File: src/rtl/gr_wb_arbiter.sv
// Write-back arbiter for the 16x32 register file: two requester FIFOs feed one
// registered write port through a round-robin scheduler; busy[] flags pending writes.
module gr_wb_arbiter #(
    parameter int unsigned XLEN  = 32,
    parameter int unsigned NREG  = 16,
    parameter int unsigned DEPTH = 4
) (
    input  logic                              clk,
    input  logic                              reset,
    input  logic                              flush,
    input  logic [1:0]                        in_valid,
    output logic [1:0]                        in_ready,
    input  logic [1:0][$clog2(NREG)-1:0]      in_rd,
    input  logic [1:0][XLEN-1:0]              in_data,
    output logic                              w_en,
    output logic [$clog2(NREG)-1:0]           rd,
    output logic [XLEN-1:0]                   x_rd,
    output logic [NREG-1:0]                   busy
);

    localparam int unsigned RDW = $clog2(NREG);
    localparam int unsigned PW  = $clog2(DEPTH);
    localparam int unsigned CW  = PW + 1;

    logic [RDW-1:0]  r_qrd   [2][DEPTH];
    logic [XLEN-1:0] r_qdata [2][DEPTH];
    logic [PW-1:0]   r_wp    [2];
    logic [PW-1:0]   r_rp    [2];
    logic [CW-1:0]   r_cnt   [2];
    logic            r_rr;
    logic            r_wen;
    logic [RDW-1:0]  r_rd;
    logic [XLEN-1:0] r_xrd;

    logic [1:0]      w_ne;
    logic [1:0]      w_pop;
    logic [1:0]      w_store;
    logic            w_sel;
    logic            w_pop_any;
    logic [NREG-1:0] w_busy;

    always_comb begin
        for (int unsigned i = 0; i < 2; i++) begin
            in_ready[i] = (r_cnt[i] != CW'(DEPTH));
            w_ne[i]     = (r_cnt[i] != '0);
            // x0 writes complete the handshake but are never stored
            w_store[i]  = reset && !flush && in_valid[i] && in_ready[i] && (in_rd[i] != '0);
        end
    end

    always_comb begin
        w_pop     = '0;
        w_pop_any = |w_ne;
        if (w_ne[0] && w_ne[1]) begin
            w_sel = r_rr;
        end else begin
            w_sel = w_ne[1];
        end
        w_pop[w_sel] = w_pop_any;
    end

    always_ff @(posedge clk) begin
        for (int unsigned i = 0; i < 2; i++) begin
            if (w_store[i]) begin
                r_qrd[i][r_wp[i]]   <= in_rd[i];
                r_qdata[i][r_wp[i]] <= in_data[i];
            end
        end
    end

    always_ff @(posedge clk) begin
        if (!reset) begin
            for (int unsigned i = 0; i < 2; i++) begin
                r_wp[i]  <= '0;
                r_rp[i]  <= '0;
                r_cnt[i] <= '0;
            end
            r_rr  <= 1'b0;
            r_wen <= 1'b0;
            r_rd  <= '0;
            r_xrd <= '0;
        end else if (flush) begin
            for (int unsigned i = 0; i < 2; i++) begin
                r_wp[i]  <= '0;
                r_rp[i]  <= '0;
                r_cnt[i] <= '0;
            end
            r_wen <= 1'b0;
        end else begin
            for (int unsigned i = 0; i < 2; i++) begin
                if (w_store[i]) begin
                    r_wp[i] <= r_wp[i] + PW'(1);
                end
                if (w_pop[i]) begin
                    r_rp[i] <= r_rp[i] + PW'(1);
                end
                r_cnt[i] <= r_cnt[i] + CW'(w_store[i]) - CW'(w_pop[i]);
            end
            r_wen <= w_pop_any;
            if (w_pop_any) begin
                r_rd  <= r_qrd[w_sel][r_rp[w_sel]];
                r_xrd <= r_qdata[w_sel][r_rp[w_sel]];
            end
            // pointer only moves when there was an actual contest
            if (w_ne[0] && w_ne[1]) begin
                r_rr <= ~w_sel;
            end
        end
    end

    always_comb begin
        w_busy = '0;
        for (int unsigned i = 0; i < 2; i++) begin
            for (int unsigned k = 0; k < DEPTH; k++) begin
                if (CW'(PW'(PW'(k) - r_rp[i])) < r_cnt[i]) begin
                    w_busy[r_qrd[i][k]] = 1'b1;
                end
            end
        end
        if (r_wen) begin
            w_busy[r_rd] = 1'b1;
        end
        w_busy[0] = 1'b0;
    end

    assign w_en = r_wen;
    assign rd   = r_rd;
    assign x_rd = r_xrd;
    assign busy = w_busy;

endmodule

File: config.mk
export PLATFORM = sky130hd
export DESIGN_NAME = gr_wb_arbiter
export DESIGN_NICKNAME = d
export VERILOG_FILES = /design/src/rtl/gr_wb_arbiter.sv
export SDC_FILE = /design/constraint.sdc
export NUM_CORES = 1
export LEC_CHECK = 0
export ABC_AREA = 1
export CORE_ASPECT_RATIO = 1.1
export CORE_MARGIN = 2
export CORE_UTILIZATION = 45
export DETAILED_ROUTE_END_ITERATION = 8
export GPL_ROUTABILITY_DRIVEN = 0
export SYNTH_ARGS = -nofsm -noshare
export SYNTH_HDL_FRONTEND = slang
export SYNTH_SLANG_ARGS = --single-unit
File: constraint.sdc
create_clock -name clk -period 7.1 [get_ports clk]
set_input_delay 1.775 -clock clk [delete_from_list [all_inputs] [get_ports clk]]
set_output_delay 1.775 -clock clk [all_outputs]
set_load 0.02 [all_outputs]
-- Word level (Yosys, flattened, before mapping)
Memories as Yosys holds them, arrays and structs flattened.
Cells that the tools add are included.
- add/sub/neg operators: 16
- $lt $le $gt $ge: 33
- eq/ne operators: 2
- multiplexer cells: 83
- bitwise gates (word level): 27
- reduce and logical (&&, ||, !) cells: 29
- operator list (cell ; number):
    $mux W128 ; 2
    $mux W16 ; 11
    $demux W32 S2 ; 2
    $mux W32 ; 4
    $or A16 B16 Y16 ; 8
    $bmux W32 S2 ; 1
    $lt A4 B5 Y1 const B ; 9
    $demux W1 S4 ; 9
    $ge A4 B1 Y1 const B ; 9
    $mux W1 ; 34
    $lt A2 B3 Y1 ; 8
    $logic_and A1 B1 Y1 ; 20
    $demux W4 S2 ; 2
    $mux W2 ; 8
    $mux W4 ; 4
    $mux W3 ; 4
    $or A1 B1 Y1 ; 12
    $ge A3 B3 Y1 const B ; 3
    $not A2 Y3 ; 3
    $add A2 B1 Y2 const B ; 4
    $bmux W4 S2 ; 1
    $reduce_bool A4 Y1 ; 2
    $sub A1 B2 Y2 const A ; 4
    $sub A2 B2 Y2 const A ; 4
    13 further kinds ; 22
- register bits after elaboration: 38
- memory bits (writable): 302
- bits of input ports: 77
- output and inout port bits: 55
- word-level logic and storage cells: 199
- memories kept: 5
- memory list (memory ; words ; width ; read ports ; clocked after Yosys merged registers in ; write ports ; line ; RTL):
    r_qdata ; 2 ; 128 ; 1 ; 0 ; 2 ; 26 ; logic [XLEN-1:0] r_qdata [2][DEPTH];
    r_qrd ; 2 ; 16 ; 3 ; 0 ; 2 ; 25 ; logic [RDW-1:0] r_qrd [2][DEPTH];
    r_cnt ; 2 ; 3 ; 2 ; 0 ; 2 ; 29 ; logic [CW-1:0] r_cnt [2];
    r_rp ; 2 ; 2 ; 3 ; 0 ; 2 ; 28 ; logic [PW-1:0] r_rp [2];
    r_wp ; 2 ; 2 ; 2 ; 0 ; 2 ; 27 ; logic [PW-1:0] r_wp [2];

-- Logic depth before layout (Yosys ltp)
Gate-level depths: netlist of the first run.
An unclocked memory read counts as a cell.
- depth after elaboration: 22
- mapped depth: 16
- gate-level depth less buffers: 14

-- Worst setup path after synthesis of the first run
No wires, ideal clock.
- path type: input to register
- start: in reset
- end: mem r_qdata[1][0] in the netlist's numbering (enable)
- library setup time: 0.429 ns
- data arrival time: 4.091 ns
- required time: 6.671 ns
- setup slack: 2.580 ns
- stages: 5
- path buffers: 1
- cells stage by stage: buf_2 inv_1 nor2_1 nand4_1 nor2_1
- RTL lines (item ; line ; RTL):
    start, declared ; 9 ; input logic reset,
    end, declared ; 26 ;

==> results of run 1 <==
==> worst max-delay path by stage <==
stage / cells after the start / start / slack (ns) / to
3_5_place_dp: 7 / reset / 1.91 / r_qdata[1][54]
4_1_cts: 10 / r_rp[1][0] / 2.10 / busy[13]
5_1_grt: 11 / r_rp[1][0] / 1.79 / busy[1]
2_1_floorplan: 5 / reset / 2.58 / r_qdata[1][0]
3_3_place_gp: 7 / reset / 2.04 / r_qdata[1][57]
6_report: 9 / r_rp[1][0] / 2.06 / busy[13]
==> Yosys cell counts, types with 2 or more instances <==
cell | n | area, um2
dfxtp_1 | 38 | 761
inv_2 | 4 | 15.0
nand2_1 | 764 | 2870
o21ai_0 | 13 | 65.1
o22ai_1 | 22 | 138
or2_2 | 3 | 18.8
a21oi_1 | 8 | 40.0
inv_1 | 148 | 556
edfxtp_1 | 302 | 9070
nand4_1 | 7 | 43.8
buf_4 | 25 | 188
ha_1 | 20 | 250
nor3_1 | 20 | 100
fa_1 | 2 | 40.0
o211ai_1 | 7 | 52.6
nand2_4 | 4 | 45.0
clkbuf_1 | 5 | 18.8
xor2_1 | 3 | 26.3
nand3_2 | 2 | 20.0
buf_2 | 47 | 235
conb_1 | 2 | 7.51
a211oi_1 | 4 | 30.0
nor2_1 | 116 | 435
nand3_1 | 215 | 1080
buf_6 | 2 | 22.5
==> layout make-up <==
cell class | count | area, um2
inverter | 152 | 571
timing repair buffer | 144 | 1400
multi-input combinational | 1228 | 5450
sequential | 340 | 9830
clock inverter | 18 | 123
fill | 3196 | 16500
tap | 481 | 602
clock buffer | 43 | 906
==> critical path: stages, from the launching register on <==
cell             delay (ns)
edfxtp_1               0.48
xnor2_1                0.21
inv_1                  0.07
ha_1                   0.13
inv_1                  0.03
o21ai_0                0.60
nor2_1                 0.22
a211oi_1               0.33
nand3_1                0.11
clkdlybuf4s50_1        0.55
==> placed cells by master (no fill, tap or decap), types with 8 or more instances in the layout <==
cell and n:
nand3_1 215, dfxtp_1 38, o21ai_0 13, nand2_1 763, ha_1 20, nor2_4 9, clkbuf_16 35, edfxtp_1 302
a21oi_1 8, o22ai_1 22, nor2_1 108, nor3_1 20, clkbuf_1 8, clkdlybuf4s50_1 129, inv_1 148, buf_4 14
==> per-stage QoR <==
stage | std cells | util, %
floorplan | 1800 | -
global placement | 2345 | 50.4
detailed placement | 2345 | 50.4
CTS | 2406 | 53.3
global route | 2406 | 53.3
finish | 2406 | 53.3
==> sequential cells by signal (all words and copies together) (netlist names) <==
signal	count
w_en	1
r_qrd	32
r_rr	1
x_rd	32
r_rp	4
rd	4
r_qdata	256
r_cnt	6
r_wp	4
==> power groups by stage <==
stage          Combinational [W]  Clock, W  Sequential, W
6_report                0.000926   0.00169        0.00228
5_1_grt                  0.00103   0.00179        0.00229
4_1_cts                 0.000930   0.00171        0.00228
3_5_place_dp            0.000927         0        0.00232
3_3_place_gp            0.000916         0        0.00232
2_1_floorplan           0.000581         0        0.00235
==> per-layer routing <==
layer | vias to the layer above | global-route usage (%)
li1 | 6069 | -
met1 | 5896 | 29.2
met2 | 525 | 40.9
met3 | 115 | 3.21
met4 | 0 | 9.81
met5 | - | 0
==> kinds of logic after synthesis <==
logic type	count (synthesis)	synth area share, %
buf+inv	232	6.40
compound gates	59	2.30
other cells	2	0.0463
flops	340	60.6
fa+ha+maj	22	1.79
simple gates	1136	28.7
xor+xnor	4	0.216
==> summary.md, run 1 <==
| Metric | Value |
|---|---|
| Starting Density | `45.8%` |
| Fraction of power consumed by sequential logic | `46.6%` |
| Count of buffers inserted at the top-level ports | `130` |
| Total routed wire length on the met1 layer | `17.8 mm` |
| Startpoint type of the worst setup path | `flip-flop` |
| Post-CTS Hold Fix Bufs | `0` |
| Worst-case headroom to the max-slew limit | `22.3%` |
| First-pass GRT wire length | `66.9 mm` |
| Depth of the worst hold-timing path | `4` |
| Drt first-iter violations | `996` |
| Int Pwr | `0.00349 W` |
| DR top layer | `met4` |
| Final Worst Setup Slack | `2.06 ns` |
| Layout-stage area growth over the synthesis result | `16.3%` |
| Dpl cell area | `17,800 um2` |
| Initial antenna violation count | `0` |
| Routed length on met2 | `21.4 mm` |
| Final worst clock skew | `0.0162 ns` |
| Unrepaired setup endpoints after global routing | `false` |
| Total number of vias | `12,600` |
| Pwr Total | `0.00489 W` |
| Fraction of final layout cells with drive strength greater than 1 | `4.57%` |
| Dpl hpwl | `27.0 mm` |
| Avg WL per Cell | `18.3 um` |
| Number of maximum-capacitance constraint violations | `0` |
| Synth Flop Type | `edfxtp_1` |
| Seq/Total Area, Yosys | `60.6%` |
| Cell count after synthesis | `1,795` |
| Post-synthesis cell type count | `37` |
| Endpoint with the worst hold slack | `x_rd[22]` |
| CP max FO | `6` |
| Class of the tightest hold or removal check | `reg -> reg` |
| TritonCTS clock tree | `built` |
| Run status | `complete, no violations` |
| Area of all placed cells without fillers | `18,900 um2` |
| Largest net degree at the start of global routing | `102` |
| Setup violation total in the final timing report | `0` |
| Total I/O pin count | `132` |
| Resized Gates After CTS | `0` |
| Number of cells traversed by the worst register-to-register path | `11` |
| Final antenna-violating net count | `0` |
| Crit path arrival time | `3.26 ns` |
| R2R Path End | `x_rd[0]` |
| Worst vdd rail ir drop | `174 uV` |
| Antenna Diode Count | `0` |
| Slew at the pin with the worst max-slew slack | `1.17 ns` |
| Worst hold-check slack | `0.523 ns` |
| Leak Pwr | `8.08 nW` |
| Global-route congestion overflow total | `0` |
| Num CTS Buffers | `35` |
| Startpoint of the lowest-slack register-to-register path | `r_cnt[0][4]` |
| Mean instance size in the synthesized netlist | `9.04 um2` |
| Required arrival time at the worst endpoint | `5.33 ns` |
| Vias in the first global route | `12,200` |
| Count of state elements after synthesis | `340` |
| Power per Cell Area | `259 nW/um2` |
| Area enclosed by the die boundary | `37,600 um2` |
| Sum of met3 wire segment lengths after detailed routing | `3.08 mm` |
| Shortest period the worst path allows | `5.04 ns` |
| Launch point of the worst hold path | `x_rd[22]` |
| Number of levels in the clock H-tree | `2` |
| Post-Place Worst Slack | `1.91 ns` |
| Post-route clock period utilization | `70.9%` |
| Mapped Area | `16,200 um2` |
| Combinational fraction of design power | `18.9%` |
| Total routing resource utilization after global routing | `23.5%` |
| Top achievable clock speed | `199 MHz` |
| Clock share of power | `34.5%` |
| Critical path type | `reg -> out` |
| Rows | `72` |
| Max Buffers Root-to-Sink | `3` |
| Hold violation total from the final report | `0` |
| Final TNS setup | `0 ns` |
| Placeable core area | `35,400 um2` |
| Number of synthesis warnings | `0` |
| Worst R2R Setup Slack | `2.66 ns` |
| Final layout net count | `2,000` |
| Postcts setup bufs | `0` |
| Avg Vias per Cell | `5.24` |
| Total count of max-transition violations in the final report | `0` |
| Routed WL | `44.0 mm` |
| Clock root cell | `clkbuf_16` |
| Insertion delay of the later-clocked pin in the worst-skew pair | `0.52 ns` |
| Number of enable-type register cells in the synthesized netlist | `302` |
| Number of iterations in the first detailed-routing pass | `6` |
| Clock Sink Count | `340` |
| Die outline height | `203 um` |
| Share of total power consumed by net switching | `28.6%` |
| Residual DRC | `0` |
| Register clock-pin slew on the reported worst setup and hold paths | `0.06 ns` |
| Share of async-settable or async-resettable flops after synthesis | `0%` |
| Net switching power | `0.00140 W` |
| Sort of element at the end of the critical path | `primary output` |
| Chip width | `185 um` |
Power figures use the tool's default switching activity.
==> run 2: changes to the inputs <==
==> constraint.sdc (replaced) <==
create_clock -name clk -period 5 [get_ports clk]
set_input_delay 1.25 -clock clk [delete_from_list [all_inputs] [get_ports clk]]
set_output_delay 1.25 -clock clk [all_outputs]
set_load 0.02 [all_outputs]
==> run 2 against run 1 <==
  * Routed wire length is 3.2% higher
  * Sequential share of layout area down 0.55 points
  * Critical endpoint is now busy[11]
  * Clock skew grew 0.0042 ns
  * Register-to-register slack got worse by 1.1 ns
==> summary.md, run 2 (synthesis results as in run 1) <==
| Metric | Value |
|---|---|
| Num CTS Buffers | `36 (+2.9%)` |
| Combinational fraction of design power | `18.5% (-0.4 points)` |
| Run status | `complete, no violations` |
| First-pass GRT wire length | `69.5 mm (+3.8%)` |
| Critical path type | `reg -> out` |
| Post-Layout Cell Count | `2,413 (+0.29%)` |
| Int Pwr | `0.00511 W (+46%)` |
| Most common library cell in the layout ignoring fill and taps | `nand2_1` |
| Residual DRC | `0 (unchanged)` |
| Postcts setup bufs | `0 (unchanged)` |
| Total count of max-transition violations in the final report | `0 (unchanged)` |
| # placed instances | `2,346 (+0.043%)` |
| CP max FO | `5 (-1)` |
| Flip-flop count of the largest register after layout | `256 (unchanged)` |
| Total I/O pin count | `132 (unchanged)` |
| Worst-case headroom to the max-slew limit | `28.6% (+6.3 points)` |
| Initial antenna violation count | `1 (+1)` |
| Routed WL | `45.4 mm (+3.2%)` |
| Final Worst Setup Slack | `0.341 ns (-1.72 ns)` |
| Chip width | `185 um (unchanged)` |
| Clock Sink Count | `340 (unchanged)` |
| Clock root cell | `clkbuf_16` |
| Count of buffers inserted at the top-level ports | `130 (unchanged)` |
| Fraction of final layout cells with drive strength greater than 1 | `4.76% (+0.19 points)` |
| Sort of element at the end of the critical path | `primary output` |
| Post-Place Worst Slack | `0.878 ns (-1.03 ns)` |
| TritonCTS clock tree | `built` |
| Placeable core area | `35,400 um2 (unchanged)` |
| Final worst clock skew | `0.0203 ns (+0.00417 ns)` |
| Final antenna-violating net count | `0 (unchanged)` |
| Total number of vias | `12,800 (+1.2%)` |
| Class of the tightest hold or removal check | `reg -> reg` |
| Post-CTS Hold Fix Bufs | `0 (unchanged)` |
| Insertion delay of the later-clocked pin in the worst-skew pair | `0.53 ns (about the same)` |
| Leak Pwr | `8.15 nW (+0.90%)` |
| Top achievable clock speed | `215 MHz` |
| Area enclosed by the die boundary | `37,600 um2 (unchanged)` |
| Die outline height | `203 um (unchanged)` |
| Slew at the pin with the worst max-slew slack | `1.07 ns (-0.0962 ns)` |
| Number of iterations in the first detailed-routing pass | `5 (-1)` |
| Power per Cell Area | `374 nW/um2 (+44%)` |
| Share of total power consumed by net switching | `28.3% (-0.31 points)` |
| Avg Vias per Cell | `5.28 (+0.86%)` |
| Register clock-pin slew on the reported worst setup and hold paths | `0.07 ns (about the same)` |
| Post-route clock period utilization | `93.2%` |
| Hold violation total from the final report | `0 (unchanged)` |
| Rows | `72 (unchanged)` |
| Net switching power | `0.00202 W (+44%)` |
| Worst hold-check slack | `0.523 ns (-0.000654 ns)` |
| Crit path arrival time | `3.41 ns (+0.15 ns)` |
| Drt first-iter violations | `1,204 (+21%)` |
| Dpl hpwl | `27.2 mm (+0.91%)` |
| Layout-stage area growth over the synthesis result | `17.5%` |
| Setup violation total in the final timing report | `0 (unchanged)` |
| Resized Gates After CTS | `0 (unchanged)` |
| Vias in the first global route | `12,300 (+1.1%)` |
| Unrepaired setup endpoints after global routing | `false` |
| Final layout net count | `2,002 (+0.10%)` |
| Number of maximum-capacitance constraint violations | `0 (unchanged)` |
| Worst vdd rail ir drop | `260 uV (+49%)` |
| Avg WL per Cell | `18.8 um (+2.9%)` |
| Shortest period the worst path allows | `4.66 ns` |
| Clock share of power | `36.1% (+1.6 points)` |
| Fill count | `3,258 (+1.9%)` |
| Required arrival time at the worst endpoint | `3.75 ns (-1.58 ns)` |
| Max Buffers Root-to-Sink | `3 (unchanged)` |
| Global-route congestion overflow total | `0 (unchanged)` |
| Startpoint type of the worst setup path | `flip-flop` |
| Largest net degree at the start of global routing | `122 (+20%)` |
| Final TNS setup | `0 ns (unchanged)` |
| Fraction of power consumed by sequential logic | `45.4% (-1.2 points)` |
| Number of levels in the clock H-tree | `2 (unchanged)` |
| Starting Density | `45.8% (unchanged)` |
| Total routing resource utilization after global routing | `24.3% (+0.83 points)` |
| Highest-count cells in the layout ignoring fill and taps | `nand2_1, edfxtp_1, nand3_1` |
[run 2: cell types whose count changed in the layout (fill, tap and decap cells not counted)]
cell | previous run | this run
buf_12 | 0 | 7
buf_4 | 14 | 8
clkbuf_8 | 0 | 5
clkbuf_1 | 8 | 12
clkinv_2 | 7 | 4
clkbuf_16 | 35 | 37
clkinv_1 | 6 | 4
clkinv_4 | 1 | 0
diode_2 | 0 | 1
[run 2: final timing paths]
check	depth (start not counted)	startpoint	to	slack, ns
worst max register to register	14	r_cnt[0][4]	r_cnt[0][2]	1.59
worst min register to register	4	x_rd[10]	x_rd[10]	0.52
worst max-delay path	8	r_rp[1][0]	busy[11]	0.34
worst min-delay path	4	x_rd[10]	x_rd[10]	0.52
[run 2: per-stage QoR]
| stage | total power (W) | cell area [um2] | util [%] |
|---|---|---|---|
| 2_1_floorplan | 0.00416 | 16300 | - |
| 3_3_place_gp | 0.00460 | 17900 | 50.7 |
| 3_5_place_dp | 0.00461 | 17900 | 50.7 |
| 4_1_cts | 0.00718 | 19100 | 53.9 |
| 5_1_grt | 0.00745 | 19100 | 53.9 |
| 6_report | 0.00713 | 19100 | 53.9 |
[run 2: layout make-up]
type,instances,area (um2),area share [%]
multi-input cells,1228,5450,28.5
clock buffers,54,1040,5.45
clock inverters,12,91.3,0.479
well taps,481,602,3.15
repair buffers,145,1500,7.84
inverters,152,571,2.99
flip-flops and latches,340,9830,51.5
diodes,1,2.50,0.0131
[run 2: critical path, cell delays in order (launching register included)]
cell             delay, ns
edfxtp_1              0.48
xnor2_1               0.33
ha_1                  0.20
inv_1                 0.03
o21ai_0               0.40
nor3_1                0.08
a211oi_1              0.59
nand3_1               0.19
clkdlybuf4s50_1       0.58
[run 2: power groups by stage]
stage	Clock [W]	Sequential (W)	Combinational, W
2_1_floorplan	0	0.00334	0.000826
3_3_place_gp	0	0.00329	0.00130
3_5_place_dp	0	0.00330	0.00132
4_1_cts	0.00262	0.00324	0.00132
5_1_grt	0.00273	0.00324	0.00148
6_report	0.00257	0.00324	0.00132
[run 2: layer usage]
| metal | track usage [%] | vias up | part of all wire (%) |
|---|---|---|---|
| li1 | - | 6085 | - |
| met3 | 3.48 | 126 | 6.4 |
| met5 | 0 | - | 0 |
| met2 | 41.0 | 508 | 48 |
| met1 | 31.3 | 6032 | 42 |
| met4 | 10.3 | 0 | 4.0 |
==> run 3: changes to the inputs <==
--- a/config.mk
+++ b/config.mk
@@ -6,11 +6,14 @@
 export NUM_CORES = 1
 export LEC_CHECK = 0
 export ABC_AREA = 1
+export CELL_PAD_IN_SITES_DETAIL_PLACEMENT = 1
+export CELL_PAD_IN_SITES_GLOBAL_PLACEMENT = 2
 export CORE_ASPECT_RATIO = 1.1
 export CORE_MARGIN = 2
-export CORE_UTILIZATION = 45
+export CORE_UTILIZATION = 37
 export DETAILED_ROUTE_END_ITERATION = 8
 export GPL_ROUTABILITY_DRIVEN = 0
+export PLACE_DENSITY_LB_ADDON = 0.1
 export SYNTH_ARGS = -nofsm -noshare
 export SYNTH_HDL_FRONTEND = slang
 export SYNTH_SLANG_ARGS = --single-unit
==> constraint.sdc (replaced) <==
create_clock -name clk -period 5 [get_ports clk]
set_input_delay 1.25 -clock clk [delete_from_list [all_inputs] [get_ports clk]]
set_output_delay 1.25 -clock clk [all_outputs]
set_load 0.005 [all_outputs]
==> run 3 against run 2 <==
  * Worst hold slack better by 0.0055 ns
  * Sequential cell count unchanged
  * Setup slack better by 0.10 ns
  * Via count grew 0.23%
  * Total power grew 2.4%
  * Sequential power hardly changed
  * Sequential share of layout area is 0.58 points lower
  * Global-route usage shrank 1.1 points
  * Non-clock buffer count rose by 5
  * Core utilization is 9.4 points lower
  * Register-to-register slack worse by 0.27 ns
  * Largest cell class unchanged
  * Largest power group unchanged
==> summary.md, run 3 (synthesis results as in run 1) <==
| Metric | Value |
|---|---|
| Post-route clock period utilization | `91.2% (-2.0 points)` |
| Dpl hpwl | `33.0 mm (+21%)` |
| Number of cells traversed by the worst register-to-register path | `14 (unchanged)` |
| Slew at the pin with the worst max-slew slack | `1.13 ns (+0.0574 ns)` |
| Final worst clock skew | `0.0147 ns (-0.00569 ns)` |
| Depth of the worst hold-timing path | `4 (unchanged)` |
| Net switching power | `0.00202 W (about the same)` |
| Number of iterations in the first detailed-routing pass | `4 (-1)` |
| Area enclosed by the die boundary | `45,600 um2 (+21%)` |
| Start point of the critical path | `r_rp[1][0]` |
| Crit path arrival time | `3.31 ns (-0.10 ns)` |
| Share of total power consumed by net switching | `27.7% (-0.64 points)` |
| Hold violation total from the final report | `0 (unchanged)` |
| Clock Sink Count | `340 (unchanged)` |
| Highest-count cells in the layout ignoring fill and taps | `nand2_1, edfxtp_1, nand3_1` |
| Worst vdd rail ir drop | `293 uV (+13%)` |
| Drt first-iter violations | `649 (-46%)` |
| Required arrival time at the worst endpoint | `3.75 ns (about the same)` |
| Placeable core area | `43,300 um2 (+22%)` |
| Chip width | `204 um (+10%)` |
| Number of maximum-capacitance constraint violations | `0 (unchanged)` |
| Number of levels in the clock H-tree | `2 (unchanged)` |
| Insertion delay of the later-clocked pin in the worst-skew pair | `0.53 ns (about the same)` |
| Post-Layout Cell Count | `2,515 (+4.2%)` |
| R2R Path End | `r_cnt[0][2]` |
| Vias in the first global route | `13,600 (+11%)` |
| Max Buffers Root-to-Sink | `3 (unchanged)` |
| Fill count | `4,928 (+51%)` |
| Launch point of the worst hold path | `x_rd[26]` |
| Register clock-pin slew on the reported worst setup and hold paths | `0.06 ns (about the same)` |
| Layout-stage area growth over the synthesis result | `18.9%` |
| Final layout net count | `2,008 (+0.30%)` |
| Clock share of power | `38.0% (+1.9 points)` |
| Fraction of power consumed by sequential logic | `44.3% (-1.1 points)` |
| Top achievable clock speed | `219 MHz (+2.2%)` |
| Pwr Total | `0.00730 W (+2.4%)` |
| Total routing resource utilization after global routing | `23.2% (-1.1 points)` |
| Resized Gates After CTS | `0 (unchanged)` |
| Residual DRC | `0 (unchanged)` |
| Worst R2R Setup Slack | `1.32 ns (-0.27 ns)` |
| Final TNS setup | `0 ns (unchanged)` |
| Post-Place Worst Slack | `0.916 ns (+0.0381 ns)` |
| Final antenna-violating net count | `0 (unchanged)` |
| First-pass GRT wire length | `79.8 mm (+15%)` |
| Critical path type | `reg -> out` |
| Total number of vias | `12,800 (+0.23%)` |
| Count of buffers inserted at the top-level ports | `130 (unchanged)` |
| Setup violation total in the final timing report | `0 (unchanged)` |
| Fraction of final layout cells with drive strength greater than 1 | `4.96% (+0.19 points)` |
| # placed instances | `2,444 (+4.2%)` |
| Post-CTS Hold Fix Bufs | `0 (unchanged)` |
| TritonCTS clock tree | `built` |
| Int Pwr | `0.00528 W (+3.3%)` |
| Initial antenna violation count | `5 (+4)` |
| Total count of max-transition violations in the final report | `0 (unchanged)` |
| Class of the tightest hold or removal check | `reg -> reg` |
| Avg WL per Cell | `20.7 um (+10%)` |
| Total I/O pin count | `132 (unchanged)` |
| Final Worst Setup Slack | `0.442 ns (+0.101 ns)` |
| Combinational fraction of design power | `17.7% (-0.8 points)` |
| Largest net degree at the start of global routing | `93 (-24%)` |
| Clock root cell | `clkbuf_16` |
| Run status | `complete, no violations` |
| Power per Cell Area | `378 nW/um2 (+1.2%)` |
| Postcts setup bufs | `0 (unchanged)` |
| Sort of element at the end of the critical path | `primary output` |
| Num CTS Buffers | `37 (+2.8%)` |
| Startpoint type of the worst setup path | `flip-flop` |
| Rows | `80 (+11%)` |
| Routed WL | `52.1 mm (+15%)` |
| Worst-case headroom to the max-slew limit | `24.8% (-3.7 points)` |
| Endpoint with the worst hold slack | `x_rd[26]` |
| CP max FO | `6 (+1)` |
| Flip-flop count of the largest register after layout | `256 (unchanged)` |
| Unrepaired setup endpoints after global routing | `false` |
| Most common library cell in the layout ignoring fill and taps | `nand2_1` |
| Leak Pwr | `8.20 nW (+0.63%)` |
| Avg Vias per Cell | `5.08 (-3.8%)` |
| Starting Density | `37.5% (-8.4 points)` |
| Startpoint of the lowest-slack register-to-register path | `r_cnt[0][2]` |
| Shortest period the worst path allows | `4.56 ns (-0.101 ns)` |
| Die outline height | `224 um (+10%)` |
| Worst hold-check slack | `0.528 ns (+0.00549 ns)` |
| Global-route congestion overflow total | `0 (unchanged)` |
run 3: cell count changes in the layout (fill, tap and decap cells not counted):
cell | before | now
clkbuf_1 | 12 | 8
bufinv_16 | 1 | 5
clkinv_1 | 4 | 10
diode_2 | 1 | 4
clkbuf_8 | 5 | 3
clkinv_2 | 4 | 2
buf_4 | 8 | 15
inv_6 | 3 | 2
buf_12 | 7 | 5
run 3: metrics by stage:
stage                     cell area, um2  util, %
after floorplan                    16300        -
after global placement             18100     41.7
after detailed placement           18100     41.7
after CTS                          19300     44.5
after global routing               19300     44.5
final                              19300     44.5
run 3: final cells by class:
type | instances | area, um2 | area share (%)
sequential | 340 | 9830 | 50.9
multi-input combinational | 1228 | 5450 | 28.2
timing repair buffer | 150 | 1510 | 7.82
clock buffer | 48 | 997 | 5.17
tap | 574 | 718 | 3.72
inverter | 152 | 571 | 2.96
clock inverter | 19 | 215 | 1.12
antenna | 4 | 10.0 | 0.0519
run 3: worst max-delay path, cell delays in order (launching register included):
cell,delay [ns]
edfxtp_1,0.48
xnor2_1,0.35
inv_1,0.08
ha_1,0.28
nand3_1,0.08
o21ai_0,0.32
nor3_1,0.31
inv_1,0.10
o22ai_1,0.16
nor2_1,0.06
nand2_1,0.07
clkdlybuf4s50_1,0.50
run 3: layer usage:
| layer | vias to the layer above | share of wire (%) | track usage [%] | routed length, um |
|---|---|---|---|---|
| li1 | 6089 | - | - | - |
| met1 | 6264 | 43 | 28.7 | 22500 |
| met2 | 302 | 48 | 39.8 | 25100 |
| met3 | 123 | 4.2 | 3.08 | 2180 |
| met4 | 2 | 4.5 | 11.1 | 2350 |
| met5 | - | 0.021 | 0 | 11 |
run 3: how the worst max path moves through the flow:
stage	to	cells after the start
after floorplan	r_qdata[1][0]	5
after global placement	r_cnt[0][5]	10
after detailed placement	r_cnt[0][5]	10
after CTS	busy[3]	11
after global routing	busy[15]	11
final	busy[3]	11
run 3: power by group through the flow:
stage	Sequential, W	Clock [W]	Combinational (W)
floorplan	0.00329	0	0.000806
finish	0.00324	0.00277	0.00129
CTS	0.00324	0.00284	0.00132
global placement	0.00329	0	0.00129
global route	0.00325	0.00293	0.00146
detailed placement	0.00330	0	0.00131
